**config.mk**
```make
export PLATFORM = sky130hd
export DESIGN_NAME = xbus_bridge
export DESIGN_NICKNAME = d
export VERILOG_FILES = /design/src/rtl/xbus_bridge_pkg.sv /design/src/rtl/xbus_timeout_cnt.sv /design/src/rtl/xbus_bridge.sv
export SDC_FILE = /design/constraint.sdc
export NUM_CORES = 1
export LEC_CHECK = 0
export ABC_CLOCK_PERIOD_IN_PS = 3700
export CORE_MARGIN = 2
export CORE_UTILIZATION = 44
export CTS_CLUSTER_SIZE = 30
export DETAILED_ROUTE_END_ITERATION = 8
export PLACE_DENSITY = 0.86
export SLEW_MARGIN = 30
export SYNTH_ARGS = -nofsm -noshare
export SYNTH_HDL_FRONTEND = slang
export SYNTH_HIERARCHICAL = 1
export SYNTH_SLANG_ARGS = --single-unit
```
**constraint.sdc**
```tcl
create_clock -name clk -period 3.7 [get_ports clk]
set_input_delay 0.74 -clock clk [delete_from_list [all_inputs] [get_ports clk]]
set_output_delay 0.74 -clock clk [all_outputs]
set_load 0.01 [all_outputs]
```
**src/rtl/xbus_bridge_pkg.sv**
```systemverilog
// rtl/xbus_bridge_pkg.sv - shared types and constants for the xbus bridge
//   Holds the bridge FSM state encoding, bus field widths and the default
//   read data returned to the core when a transfer is aborted.
package xbus_bridge_pkg;

  localparam int ADDR_W = 32;
  localparam int DATA_W = 32;

  localparam logic [DATA_W-1:0] ERR_DATA_DEFAULT = 32'hDEAD_BEEF;

  typedef enum logic [1:0] {
    IDLE = 2'd0,
    ADDR = 2'd1,
    RESP = 2'd2,
    DONE = 2'd3
  } xbus_state_e;

endpackage

```
**src/rtl/xbus_timeout_cnt.sv**
```systemverilog
// rtl/xbus_timeout_cnt.sv - transfer timeout counter with terminal-count flag
//   clk, rst_n : clock, asynchronous active-low reset
//   clr        : zero the count
//   en         : count this cycle (transfer outstanding)
//   tc         : this enabled cycle is the TIMEOUT-th one since clear
module xbus_timeout_cnt #(
  parameter int TIMEOUT = 255
) (
  input  logic clk,
  input  logic rst_n,
  input  logic clr,
  input  logic en,
  output logic tc
);

  localparam int CW = $clog2(TIMEOUT + 1);

  logic [CW-1:0] cnt;

  always_ff @(posedge clk or negedge rst_n) begin
    if (!rst_n) begin
      cnt <= '0;
    end else if (clr) begin
      cnt <= '0;
    end else if (en) begin
      cnt <= cnt + 1'b1;
    end
  end

  // The count including the current cycle reaches TIMEOUT here, so the
  // transfer gets at most TIMEOUT cycles before it is aborted.
  assign tc = en && (cnt == CW'(TIMEOUT - 1));

endmodule

```
**src/rtl/xbus_bridge.sv**
```systemverilog
// rtl/xbus_bridge.sv - core data port to valid/ready system bus bridge
//   core_*   : single-cycle request from the execute stage, read data back
//   hold_o   : freezes the core pipeline while a transfer is outstanding
//   bus_*    : address phase (valid/ready) and read response (rvalid/rdata)
//   err_o    : one-cycle pulse when a hung transfer is aborted
module xbus_bridge
  import xbus_bridge_pkg::*;
#(
  parameter int                 TIMEOUT  = 255,
  parameter logic [DATA_W-1:0]  ERR_DATA = ERR_DATA_DEFAULT
) (
  input  logic              clk,
  input  logic              rst_n,
  input  logic [ADDR_W-1:0] core_addr_i,
  input  logic [DATA_W-1:0] core_data_i,
  input  logic              core_we_i,
  input  logic              core_req_i,
  output logic [DATA_W-1:0] core_data_o,
  output logic              hold_o,
  output logic              bus_valid_o,
  input  logic              bus_ready_i,
  output logic [ADDR_W-1:0] bus_addr_o,
  output logic [DATA_W-1:0] bus_wdata_o,
  output logic              bus_we_o,
  input  logic              bus_rvalid_i,
  input  logic [DATA_W-1:0] bus_rdata_i,
  output logic              err_o
);

  xbus_state_e state, state_nxt;
  logic        tc;
  logic        abort;

  xbus_timeout_cnt #(.TIMEOUT(TIMEOUT)) u_timeout (
    .clk   (clk),
    .rst_n (rst_n),
    .clr   (state == IDLE),
    .en    ((state == ADDR) || (state == RESP)),
    .tc    (tc)
  );

  // A completing handshake in the terminal cycle beats the timeout.
  assign abort = tc && (((state == ADDR) && !bus_ready_i) ||
                        ((state == RESP) && !bus_rvalid_i));

  // The IDLE term stalls the core in the same cycle it raises the request.
  assign hold_o = ((state == IDLE) && core_req_i) || (state == ADDR) || (state == RESP);

  always_ff @(posedge clk or negedge rst_n) begin
    if (!rst_n) begin
      state <= IDLE;
    end else begin
      state <= state_nxt;
    end
  end

  always_comb begin
    state_nxt = state;
    case (state)
      IDLE: if (core_req_i) state_nxt = ADDR;
      ADDR: begin
        if (bus_ready_i)  state_nxt = bus_we_o ? DONE : RESP;
        else if (tc)      state_nxt = DONE;
      end
      RESP: if (bus_rvalid_i || tc) state_nxt = DONE;
      // The core re-presents its request in DONE; it is consumed, not reissued.
      DONE: state_nxt = IDLE;
      default: state_nxt = IDLE;
    endcase
  end

  always_ff @(posedge clk or negedge rst_n) begin
    if (!rst_n) begin
      bus_valid_o <= 1'b0;
      bus_addr_o  <= '0;
      bus_wdata_o <= '0;
      bus_we_o    <= 1'b0;
      core_data_o <= '0;
      err_o       <= 1'b0;
    end else begin
      err_o <= abort;
      case (state)
        IDLE: begin
          if (core_req_i) begin
            bus_valid_o <= 1'b1;
            bus_addr_o  <= core_addr_i;
            bus_wdata_o <= core_data_i;
            bus_we_o    <= core_we_i;
          end
        end
        ADDR: begin
          if (bus_ready_i || tc) bus_valid_o <= 1'b0;
          if (abort && !bus_we_o) core_data_o <= ERR_DATA;
        end
        RESP: begin
          if (bus_rvalid_i)  core_data_o <= bus_rdata_i;
          else if (tc)       core_data_o <= ERR_DATA;
        end
        default: ;
      endcase
    end
  end

endmodule

```
# Word level (Yosys, flattened, before mapping)
# Index checks and enable logic that the tools add are counted.
# word_totals
reg_bits	109
latch_bits	0
mem_bits_rw	0
mem_bits_ro	0
input_bits	102
out_inout_bits	100
wordCells	57
n_memories	0
# op_classes
add_sub_neg	1
multipliers	0
div	0
n_lt_le_gt_ge	0
n_eq_ne	10
shifts	0
n_mux	15
n_bitwise	0
reduce_logical	23
# op_table
cell	n
32-bit 2-to-1 mux	3
32-bit case mux with 2 select lines	1
8-bit 2-to-1 mux	2
3-bit AND reduction	3
8-bit by 1-bit adder with 8-bit output (second input constant)	1
8-bit == test (second input constant)	1
2-bit 2-to-1 mux	4
2-bit case mux with 4 select lines	1
1-bit logical AND	6
1-bit logical OR	6
2-bit by 1-bit inequality test with 1-bit output (second input constant)	3
3-bit inequality test (second input constant)	2
2-bit nonzero test	3
2-bit == test (second input constant)	2
1-bit logical NOT	3
1-bit 2-to-1 mux	3
2-bit by 1-bit == test with 1-bit output (second input constant)	1
2-bit logical NOT	1
2-bit inequality test (second input constant)	1
1-bit case mux with 2 select lines	1
2-bit AND reduction	1

# Logic depth before layout (Yosys ltp)
# Gate-level depths: netlist of run 1.
# logic_depth
word_depth	7
depth_mapped	9
ltp_nobuf	7

# Cells and area by module
# Netlist of run 1, hierarchy kept.
# modules_own_cells
module	instances	cells_each	area_per_inst_um2	seq_area_each_um2
xbus_bridge	1	300	4141.5	2527.4
xbus_timeout_cnt	1	41	411.6	200.2

# Least setup slack after synthesis of run 1
# No wires, ideal clock.
# synth_path
path_kind	reg2reg
from	register state[0]
to	register core_data_o[14]
setup_ns	0.125
t_arrival_ns	1.999
required_ns	3.575
path_slack_ns	1.576
stages_incl_launch_ff	10
path_buffers	2
synth_period_minus_slack_ns	2.124
cell_sequence	dfrtp_1 inv_1 ha_1 buf_4 nand4_1 nor2_1 nand2_1 o211ai_2 buf_6 mux2_4
# synth_via
elab_chain_cells	7
elab_cells_between_ends	14
cone_classes	4 x eq/ne; 1 x mux; 9 x reduce/logical
# synth_lines
item	line	rtl
from (decl)	xbus_bridge.sv:30	xbus_state_e state, state_nxt;
from (signal assigned)	xbus_bridge.sv:53	state <= state_nxt;
2-bit by 1-bit == test with 1-bit output or 2-bit == test (tied branches)	xbus_bridge.sv:38	.en ((state == ADDR) || (state == RESP)),
1-bit logical OR (*)	xbus_bridge.sv:38	
1-bit logical AND (*)	xbus_timeout_cnt.sv:32	assign tc = en && (cnt == CW'(TIMEOUT - 1));
via tc	xbus_bridge.sv:31	logic tc;
1-bit logical AND	xbus_bridge.sv:43	assign abort = tc && (((state == ADDR) && !bus_ready_i) ||
1-bit logical AND	xbus_bridge.sv:93	if (abort && !bus_we_o) core_data_o <= ERR_DATA;
2-bit by 1-bit inequality test with 1-bit output (no source line)	--	
3-bit AND reduction (no source line) (*)	--	
to (signal assigned)	xbus_bridge.sv:96	if (bus_rvalid_i) core_data_o <= bus_rdata_i;
to (decl)	xbus_bridge.sv:18	output logic [DATA_W-1:0] core_data_o,
# Mark *: on every way through the listed nets, which the timed path passes. The rest lies on a longest branch.
# A chain may end at the register's enable or synchronous reset.

# Worst setup path in the final report of run 1
# layout_path
from	register state[0]
to	output port hold_o
# layout_via
elab_chain_cells	4
elab_cells_between_ends	6
cone_classes	2 x eq/ne; 4 x reduce/logical
# layout_lines
item	line	rtl
2-bit logical NOT	xbus_bridge.sv:47	assign hold_o = ((state == IDLE) && core_req_i) || (state == ADDR) || (state == RESP);
1-bit logical AND	xbus_bridge.sv:47	
1-bit logical OR	xbus_bridge.sv:47	
1-bit logical OR (*)	xbus_bridge.sv:47	
to (decl)	xbus_bridge.sv:19	output logic hold_o,
# Mark *: on every way between the ends. The rest lies on a longest branch, timed or not.

==> reports/metrics.csv, run 1 <==
stage,metric,value,unit
route,Final ANT Viol Nets,0,
global_routing,largest net degree at the start of global routing,110,
logic_synthesis,YS warnings,6,
floorplanning,I/O Pins,202,
clocking,post-CTS setup buffers,0,
place,DP Cell Count,665,
layout,Ant. Diodes,0,
floorplanning,Die W,106,um
route,Vias,3248,
layout,share of cells above drive strength 1,0.175,
logic_synthesis,"Net Count, Synth",449,
floorplanning,Starting Density,0.447,
place,post-DP HPWL,7.90,mm
worst_setup_path,critical path data required time,2960,ps
floorplanning,Die Footprint,11200,sq um
clocking,CTS tree,built,
global_routing,first-pass GRT wire length,17.4,mm
clocking,CTS H-tree lvls,3,
logic_synthesis,Synth Flop Type,dfrtp_1,
route,1st-iter DRT viols,115,
logic_synthesis,mapped cell area,4550,sq um
sta,setup violators final,0,
global_routing,number of global-route vias before repair,3495,
place,I/O Buffers,201,
clocking,CTS Buf Count,9,
route,DR WL/cell,15.9,um
route,vias per cell,4.78,
flow_run,max cap viols,0,
route,DR DRC count,0,
logic_synthesis,Synth Area per Inst,13.4,sq um
layout,Fill cells,794,
global_routing,Overall Global Routing Usage,0.196,
hold_path,HP Class,input pin to asynchronous set/reset pin,
clocking,Clock Sinks,109,
clocking,hold_buf cts,0,
sta,final number of max-transition violations,0,
worst_setup_path,critical path arrival,2020,ps
clocking,clk_lat worst skew,360,ps
pwr,PD cells,765,nW/um^2
clocking,clock buffer depth,2,
logic_synthesis,Synth cell types,34,
global_routing,initial antenna violation count,0,
sta,Final Critical Period,2760,ps
sta,worst slew pin tran,826,ps
clocking,Worst-path clk slew,100,ps
logic_synthesis,number of synthesized flops with an enable pin,0,
layout,"Area growth, synth to finish",51.0,%
worst_setup_path,CP Launch Type,flop,
outcome,status,"finished, final reports clean",
layout,NumNets Final,648,
sta,fin crit share,0.745,
global_routing,GRT overflow,0,
sta,setup tns final,0,ps
sta,Max-slew headroom,0.449,
logic_synthesis,"Async S/R FF share, synth",1.00,
floorplanning,row count,37,
worst_setup_path,Crit Path Max Fanout,11,
clocking,Clock Root Buffer,clkbuf_8,
sta,Hold Slack,432,ps
logic_synthesis,register area share after synthesis,0.599,
place,GP Congestion,0.744,
floorplanning,overall die height,106,um
sta,RSZ-0062 raised after global routing,false,
logic_synthesis,Seq cells post-synth,109,
route,Routed WL,10.8,mm
clocking,Post-CTS Resized,0,
floorplanning,core area,10200,sq um
route,DR pass1 iterations,6,
pwr,leakage power,3.01,nW
layout,Finished Layout Cells,679,
sta,Hold Fails Final Rpt,0,
sta,Max Freq,363,MHz
sta,clk_skew,16.9,ps
pwr,Max rail drop VDD,0.386,mV
logic_synthesis,Mapped Cells,341,
worst_setup_path,Crit. End Element,primary output,
worst_setup_path,start-to-end type of the worst setup path,flop to primary output,
==> final cells by class <==
type,instances,area (sq um),area share
flip-flops and latches,109,2730,0.397
repair buffers,204,2040,0.297
multi-input cells,187,1640,0.238
well taps,136,170,0.0248
clock buffers,9,124,0.0180
inverters,29,109,0.0158
clock inverters,5,61.3,0.00892
==> Yosys cell counts, types with 3 or more instances <==
master,number,area [sq um]
inv_1,29,109
or3_1,3,18.8
nand2_1,6,22.5
buf_4,3,22.5
nor2_1,32,120
clkbuf_1,3,11.3
mux2_4,6,90.1
mux2_2,68,766
xor2_1,3,26.3
buf_2,9,45.0
a21oi_1,4,20.0
ha_1,6,75.1
and3_1,8,50.1
dfrtp_1,109,2730
mux2i_1,24,240
o21ai_0,5,25.0
nand4_1,3,18.8
==> through the flow <==
stage,setup WS [ps],total power [mW],cell area (sq um),utilization
2_1_floorplan,1580,3.22,4550,-
3_3_place_gp,1010,4.50,6690,0.657
3_5_place_dp,915,4.61,6690,0.657
4_1_cts,899,5.32,6870,0.675
5_1_grt,723,5.59,6870,0.675
6_report,943,5.26,6870,0.675
==> cells in the final DEF (no fill, tap or decap), types with 5 or more instances in the layout <==
cell type        Yosys  routed
clkbuf_8             0       9
ha_1                 6       6
mux2_4               6       6
clkdlybuf4s50_1      0     200
nand2_1              6       5
nor2_1              32      32
and3_1               8       8
o21ai_0              5       5
mux2i_1             24      24
dfrtp_1            109     109
inv_1               29      29
mux2_2              68      68
==> flip-flops by register name, summed over array words and instances (netlist names) <==
name           flops
bus_wdata_o       32
bus_we_o           1
err_o              1
bus_addr_o        32
state              2
bus_valid_o        1
u_timeout/cnt      8
core_data_o       32
==> power by group <==
part	switching [mW]	leakage, nW	total, mW	internal [mW]
sequential	0.307	1.25	2.03	1.73
clock	0.393	0.0838	0.701	0.308
combinational	0.993	1.67	2.53	1.53
total	1.69	3.01	5.26	3.57
==> per-layer routing <==
metal | wire, um | global-route usage | vias to the layer above
li1 | - | - | 1541
met1 | 4410 | 0.241 | 1564
met2 | 5490 | 0.338 | 128
met3 | 772 | 0.0495 | 15
met4 | 159 | 0.0667 | 0
met5 | 0 | 0 | -
==> path summary, 6_finish.rpt <==
path                                      start              end  slack, ps  depth (start not counted)
worst max-delay path                   state[0]           hold_o        940                          5
worst min-delay path                      rst_n  bus_wdata_o[10]        430                          2
worst max register to register         state[1]  core_data_o[11]        960                          8
worst min register to register  bus_wdata_o[19]  bus_wdata_o[19]        510                          1
max in group asynchronous                 rst_n  core_data_o[23]       2810                          2
min in group clk                bus_wdata_o[19]  bus_wdata_o[19]        510                          1
==> logic make-up after synthesis <==
group,count (synthesis),share of synthesized area
adder cells (fa/ha/maj),6,0.0165
flip-flops,109,0.599
AO/OA/AOI/OAI,15,0.0209
multiplexers,98,0.241
XOR/XNOR,4,0.00770
AND/OR/NAND/NOR,64,0.0715
buffers and inverters,45,0.0437
==> worst max-delay path: stages (launching register included) <==
cell and delay, ps:
dfrtp_1 410, inv_1 130, ha_1 410, nand2_2 100
nand2_1 80, clkdlybuf4s50_1 530
(Power assumes the default switching activity.)
==> run 2, diff against run 1 <==
--- a/config.mk
+++ b/config.mk
@@ -5,12 +5,12 @@
 export SDC_FILE = /design/constraint.sdc
 export NUM_CORES = 1
 export LEC_CHECK = 0
-export ABC_CLOCK_PERIOD_IN_PS = 3700
+export ABC_CLOCK_PERIOD_IN_PS = 2780
 export CORE_MARGIN = 2
-export CORE_UTILIZATION = 44
+export CORE_UTILIZATION = 42
 export CTS_CLUSTER_SIZE = 30
 export DETAILED_ROUTE_END_ITERATION = 8
-export PLACE_DENSITY = 0.86
+export PLACE_DENSITY = 0.82
 export SLEW_MARGIN = 30
 export SYNTH_ARGS = -nofsm -noshare
 export SYNTH_HDL_FRONTEND = slang
==> constraint.sdc (replaced) <==
create_clock -name clk -period 2.78 [get_ports clk]
set_input_delay 0.556 -clock clk [delete_from_list [all_inputs] [get_ports clk]]
set_output_delay 0.556 -clock clk [all_outputs]
set_load 0.01 [all_outputs]
==> reports/metrics.csv, run 2 (synthesized netlist as in run 1, its figures left out) <==
stage,metric,value,unit,change
outcome,status,"finished, final reports clean",,
worst_setup_path,critical path arrival,2070,ps,+50 ps
route,DR pass1 iterations,4,,-2
clocking,CTS H-tree lvls,3,,unchanged
layout,share of cells above drive strength 1,0.178,,+0.00270
clocking,Worst-path clk slew,100,ps,about the same
clocking,post-CTS setup buffers,0,,unchanged
worst_setup_path,Crit Path Max Fanout,14,,+3
sta,final number of max-transition violations,0,,unchanged
floorplanning,overall die height,108,um,+2.3%
sta,RSZ-0062 raised after global routing,false,,
floorplanning,Die W,108,um,+2.3%
route,max layer used,met4,,
layout,NumNets Final,650,,+0.31%
route,met2 WL,5.79,mm,+5.5%
place,worst slack at placement,347,ps,-568 ps
pwr,Switching Share,0.324,,+0.00249
layout,Final Util,0.645,,-0.0301
pwr,power share of the sequential group,0.387,,about the same
sta,Max-slew headroom,0.445,,-0.00457
place,I/O Buffers,201,,unchanged
route,Vias,3330,,+2.5%
sta,setup violators final,0,,unchanged
route,M1 WL,4.21,mm,-4.6%
clocking,Clock Root Buffer,clkbuf_8,,
clocking,CTS Buf Count,9,,unchanged
route,met3 wire len,861,um,+12%
worst_setup_path,critical path data required time,2220,ps,-740 ps
pwr,leakage power,3.03,nW,+0.57%
layout,"commonest non-fill, non-tap cells in the layout","200 x clkdlybuf4s50_1, 109 x dfrtp_1, 68 x mux2_2",,
clocking,Post-CTS Resized,0,,unchanged
floorplanning,Die Footprint,11700,sq um,+4.6%
layout,"commonest non-fill, non-tap cell in the layout",clkdlybuf4s50_1,,
layout,Ant. Diodes,0,,unchanged
clocking,CTS tree,built,,
sta,fin crit share,0.943,,
clocking,hold_buf cts,0,,unchanged
place,GP Congestion,0.731,,-1.8%
worst_setup_path,Crit. End Element,primary output,,
sta,Hold Fails Final Rpt,0,,unchanged
worst_setup_path,CP Launch Type,flop,,
pwr,Max rail drop VDD,0.675,mV,+75%
layout,Top Registers,"bus_addr_o: 32 flops, bus_wdata_o: 32 flops, core_data_o: 32 flops",,
floorplanning,row count,38,,+2.7%
clocking,clock buffer depth,2,,unchanged
route,1st-iter DRT viols,99,,-14%
global_routing,initial antenna violation count,0,,unchanged
route,vias per cell,4.85,,+1.5%
flow_run,max cap viols,0,,unchanged
global_routing,GRT overflow,0,,unchanged
clocking,Clock Sinks,109,,unchanged
sta,Hold Slack,254,ps,-178 ps
sta,Final Critical Period,2620,ps,
route,DR WL/cell,16.1,um,+1.1%
sta,post-route setup slack,158,ps,-784 ps
place,post-DP HPWL,8.32,mm,+5.2%
layout,Fill cells,812,,+2.3%
clocking,clk_lat worst skew,360,ps,about the same
pwr,Logic pwr share,0.487,,+0.007
global_routing,Overall Global Routing Usage,0.190,,-0.00652
sta,Max Freq,381,MHz,
floorplanning,core area,10700,sq um,+5.0%
sta,worst slew pin tran,833,ps,+6.85 ps
hold_path,HP Class,input pin to asynchronous set/reset pin,,
route,DR DRC count,0,,unchanged
sta,clk_skew,7.68,ps,-9.18 ps
global_routing,largest net degree at the start of global routing,66,,-40%
floorplanning,I/O Pins,202,,unchanged
worst_setup_path,start-to-end type of the worst setup path,flop to primary output,,
pwr,clock power share,0.126,,-0.007
pwr,sw power,2.27,mW,+34%
sta,setup tns final,0,ps,unchanged
route,Final ANT Viol Nets,0,,unchanged
global_routing,first-pass GRT wire length,17.4,mm,about the same
layout,"Area growth, synth to finish",51.5,%,
pwr,cell internal pwr,4.73,mW,+33%
pwr,Final Power,7.00,mW,+33%
global_routing,number of global-route vias before repair,3657,,+4.6%
floorplanning,Starting Density,0.426,,-0.0214
route,Routed WL,11.1,mm,+2.2%
pwr,PD cells,1020,nW/um^2,+33%
## run 2: cell types whose count changed in the layout (fill, tap and decap cells not counted)
cell / before / now
clkbuf_8: 9 / 11
clkinvlp_4: 3 / 1
buf_12: 1 / 2
buf_4: 3 / 4
bufinv_16: 1 / 0
clkbuf_1: 0 / 1
clkinv_2: 0 / 1
clkinv_4: 0 / 1
inv_6: 1 / 0
## run 2: area by class of cell
class                           count  area (sq um)  share of cell area
Sequential cell                   109          2730               0.395
Inverter                           29           109              0.0158
Tap cell                          140           175              0.0254
Timing Repair Buffer              206          2070               0.300
Clock buffer                       12           155              0.0225
Clock inverter                      3          21.3             0.00308
Multi-Input combinational cell    187          1640               0.237
## run 2: critical path, cell delays in order (launching register included)
cell and delay, ps:
dfrtp_1 420, inv_1 130, ha_1 410, nor2_1 130, nand2_1 90, clkdlybuf4s50_1 530
## run 2: metal layers
layer | track usage | up-vias
met5 | 0 | -
met4 | 0.0714 | 0
met1 | 0.211 | 1644
met3 | 0.0512 | 17
li1 | - | 1546
met2 | 0.345 | 123
## run 2: path summary, 6_finish.rpt
| path | startpoint | endpoint | slack, ps | depth (start not counted) |
|---|---|---|---|---|
| min reg2reg | bus_addr_o[5] | bus_addr_o[5] | 510 | 1 |
| max | state[0] | hold_o | 160 | 5 |
| min | rst_n | bus_wdata_o[0] | 250 | 1 |
| min in group clk | bus_addr_o[5] | bus_addr_o[5] | 510 | 1 |
| max reg2reg | state[0] | core_data_o[7] | 420 | 8 |
| max in group asynchronous | rst_n | u_timeout/cnt[3] | 1830 | 2 |
## run 2: power by group through the flow
| stage | Clock (mW) | Sequential [mW] | Combinational [mW] |
|---|---|---|---|
| floorplan | 0 | 3.02 | 1.27 |
| global placement | 0 | 2.70 | 3.34 |
| detailed placement | 0 | 2.75 | 3.43 |
| CTS | 0.916 | 2.72 | 3.45 |
| global route | 0.979 | 2.80 | 3.66 |
| finish | 0.880 | 2.71 | 3.41 |
## run 2: through the flow
step,instances,cell area [sq um]
global placement,671,6720
detailed placement,671,6720
finish,686,6900
global route,686,6900
CTS,686,6900
floorplan,341,4550
==> run 3, diff against run 2 <==
--- a/config.mk
+++ b/config.mk
@@ -10,7 +10,10 @@
 export CORE_UTILIZATION = 42
 export CTS_CLUSTER_SIZE = 30
 export DETAILED_ROUTE_END_ITERATION = 8
+export MAX_ROUTING_LAYER = met4
 export PLACE_DENSITY = 0.82
+export SETUP_SLACK_MARGIN = 0.15
+export SKIP_CTS_REPAIR_TIMING = 1
 export SLEW_MARGIN = 30
 export SYNTH_ARGS = -nofsm -noshare
 export SYNTH_HDL_FRONTEND = slang
==> reports/metrics.csv, run 3 (synthesized netlist as in run 1, its figures left out) <==
stage,metric,value,unit,change
outcome,status,"finished, final reports clean",,
layout,Final Util,0.647,,+0.00257
layout,Reg area,2730,sq um,unchanged
sta,Final Critical Period,2480,ps,-145 ps
clocking,Worst-path clk slew,100,ps,about the same
sta,clk_skew,7.67,ps,-0.0133 ps
sta,worst slew pin tran,832,ps,-0.699 ps
floorplanning,Die Footprint,11700,sq um,unchanged
clocking,clock buffer depth,2,,unchanged
route,Vias,3340,,+0.30%
pwr,leakage power,3.03,nW,about the same
place,post-DP HPWL,8.32,mm,unchanged
pwr,sw power,2.28,mW,+0.63%
sta,fin crit share,0.891,,-0.0521
route,1st-iter DRT viols,94,,-5.1%
layout,Finished Cell Area,6930,sq um,+0.40%
worst_setup_path,critical path data required time,2220,ps,about the same
place,GP Congestion,0.739,,+1.2%
clocking,Clock Sinks,109,,unchanged
place,I/O Buffers,201,,unchanged
pwr,cell internal pwr,4.76,mW,+0.62%
layout,Top Registers,"bus_addr_o: 32 flops, bus_wdata_o: 32 flops, core_data_o: 32 flops",,
pwr,Logic pwr share,0.490,,+0.003
layout,share of cells above drive strength 1,0.183,,+0.00549
global_routing,number of global-route vias before repair,3676,,+0.52%
clocking,CTS H-tree lvls,3,,unchanged
worst_setup_path,CP Launch Type,flop,,
worst_setup_path,start-to-end type of the worst setup path,flop to primary output,,
sta,setup violators final,0,,unchanged
floorplanning,Starting Density,0.426,,unchanged
hold_path,HP Class,input pin to asynchronous set/reset pin,,
worst_setup_path,Crit. End Element,primary output,,
layout,"Area growth, synth to finish",52.1,%,
global_routing,largest net degree at the start of global routing,66,,unchanged
route,DR WL/cell,16.1,um,about the same
layout,NumNets Final,650,,unchanged
pwr,PD cells,1020,nW/um^2,+0.23%
layout,Ant. Diodes,0,,unchanged
route,vias per cell,4.87,,+0.30%
worst_setup_path,CP bufs+invs,2,,unchanged
global_routing,GRT overflow,0,,unchanged
sta,Hold Slack,255,ps,+0.881 ps
layout,Finished Layout Cells,686,,unchanged
sta,setup tns final,0,ps,unchanged
flow_run,max cap viols,0,,unchanged
layout,"commonest non-fill, non-tap cell in the layout",clkdlybuf4s50_1,,
worst_setup_path,CP top delay family,buffers and inverters,,
clocking,Clock Root Buffer,clkbuf_8,,
sta,Max Freq,404,MHz,+5.8%
route,Routed WL,11.1,mm,about the same
clocking,CTS tree,built,,
sta,final number of max-transition violations,0,,unchanged
floorplanning,overall die height,108,um,unchanged
worst_setup_path,critical path arrival,1920,ps,-150 ps
global_routing,Overall Global Routing Usage,0.195,,+0.00538
sta,RSZ-0062 raised after global routing,false,,
route,DR DRC count,0,,unchanged
floorplanning,I/O Pins,202,,unchanged
sta,Max-slew headroom,0.445,,+0.000466
place,DP Cell Count,671,,unchanged
route,Final ANT Viol Nets,0,,unchanged
place,Placement Cell Area,6720,sq um,unchanged
pwr,power share of the sequential group,0.385,,-0.002
global_routing,initial antenna violation count,0,,unchanged
worst_setup_path,Worst path slowest cell,clkdlybuf4s50_1,,
clocking,clk_lat worst skew,360,ps,about the same
floorplanning,row count,38,,unchanged
pwr,clock power share,0.125,,about the same
layout,multi-input logic area,1670,sq um,+1.7%
floorplanning,core area,10700,sq um,unchanged
worst_setup_path,CP max stage delay,530,ps,about the same
layout,Fill cells,808,,-0.49%
layout,"commonest non-fill, non-tap cells in the layout","200 x clkdlybuf4s50_1, 109 x dfrtp_1, 68 x mux2_2",,
worst_setup_path,Crit Path Max Fanout,14,,unchanged
clocking,CTS Buf Count,9,,unchanged
floorplanning,Die W,108,um,unchanged
worst_setup_path,"Critical Path, Cell by Cell",inv_1 -> ha_4 -> nor2_1 -> nand2_1 -> clkdlybuf4s50_1,,
pwr,Switching Share,0.324,,about the same
route,DR pass1 iterations,6,,+2
sta,Hold Fails Final Rpt,0,,unchanged
pwr,Max rail drop VDD,0.674,mV,-0.17%
global_routing,first-pass GRT wire length,17.3,mm,-0.32%
-- run 3: changes by cell type in the layout (fill, tap and decap cells not counted) --
| cell | delta |
|---|---|
| ha_1 | -3 |
| ha_2 | +1 |
| ha_4 | +2 |
-- run 3: cell type report --
cell class                 count  area share
clock buffer                  12      0.0224
inverter                      29      0.0157
timing repair buffer         206       0.299
clock inverter                 3     0.00307
tap                          140      0.0253
sequential                   109       0.394
multi-input combinational    187       0.240
-- run 3: worst paths after layout --
check                               from  slack, ps  depth (start not counted)                to
min in group clk           bus_addr_o[5]        510                          1     bus_addr_o[5]
max reg2reg                     state[0]        410                          8    core_data_o[7]
min reg2reg                bus_addr_o[5]        510                          1     bus_addr_o[5]
min                                rst_n        250                          1    bus_wdata_o[0]
max                             state[0]        300                          5            hold_o
max in group asynchronous          rst_n       1840                          2  u_timeout/cnt[3]
-- run 3: routing by layer --
| metal | global-route usage | share of wire | vias up | routed length, um |
|---|---|---|---|---|
| met1 | 0.218 | 0.39 | 1650 | 4320 |
| met3 | 0.0398 | 0.065 | 17 | 716 |
| li1 | - | - | 1549 | - |
| met5 | - | 0 | - | 0 |
| met4 | 0.0714 | 0.018 | 0 | 197 |
| met2 | 0.345 | 0.53 | 124 | 5830 |
-- run 3: worst register-to-register path, stage by stage (launching register included) --
cell and delay [ps]:
dfrtp_1 400, inv_1 150, ha_4 300, nand4_1 80, nor2_1 260, nand2_1 150
o211ai_4 440, buf_12 270, mux2i_1 250
-- run 3: stage by stage --
step | power (mW) | worst slack, ps
2_1_floorplan | 4.29 | 656
3_3_place_gp | 6.04 | 453
3_5_place_dp | 6.18 | 347
4_1_cts | 7.09 | 144
5_1_grt | 7.48 | 187
6_report | 7.05 | 303
-- run 3: power by group through the flow --
stage	Combinational, mW	Sequential, mW	Clock (mW)
after detailed placement	3.43	2.75	0
after global placement	3.34	2.70	0
after floorplan	1.27	3.02	0
after CTS	3.45	2.72	0.916
after global routing	3.70	2.81	0.979
final	3.45	2.71	0.877
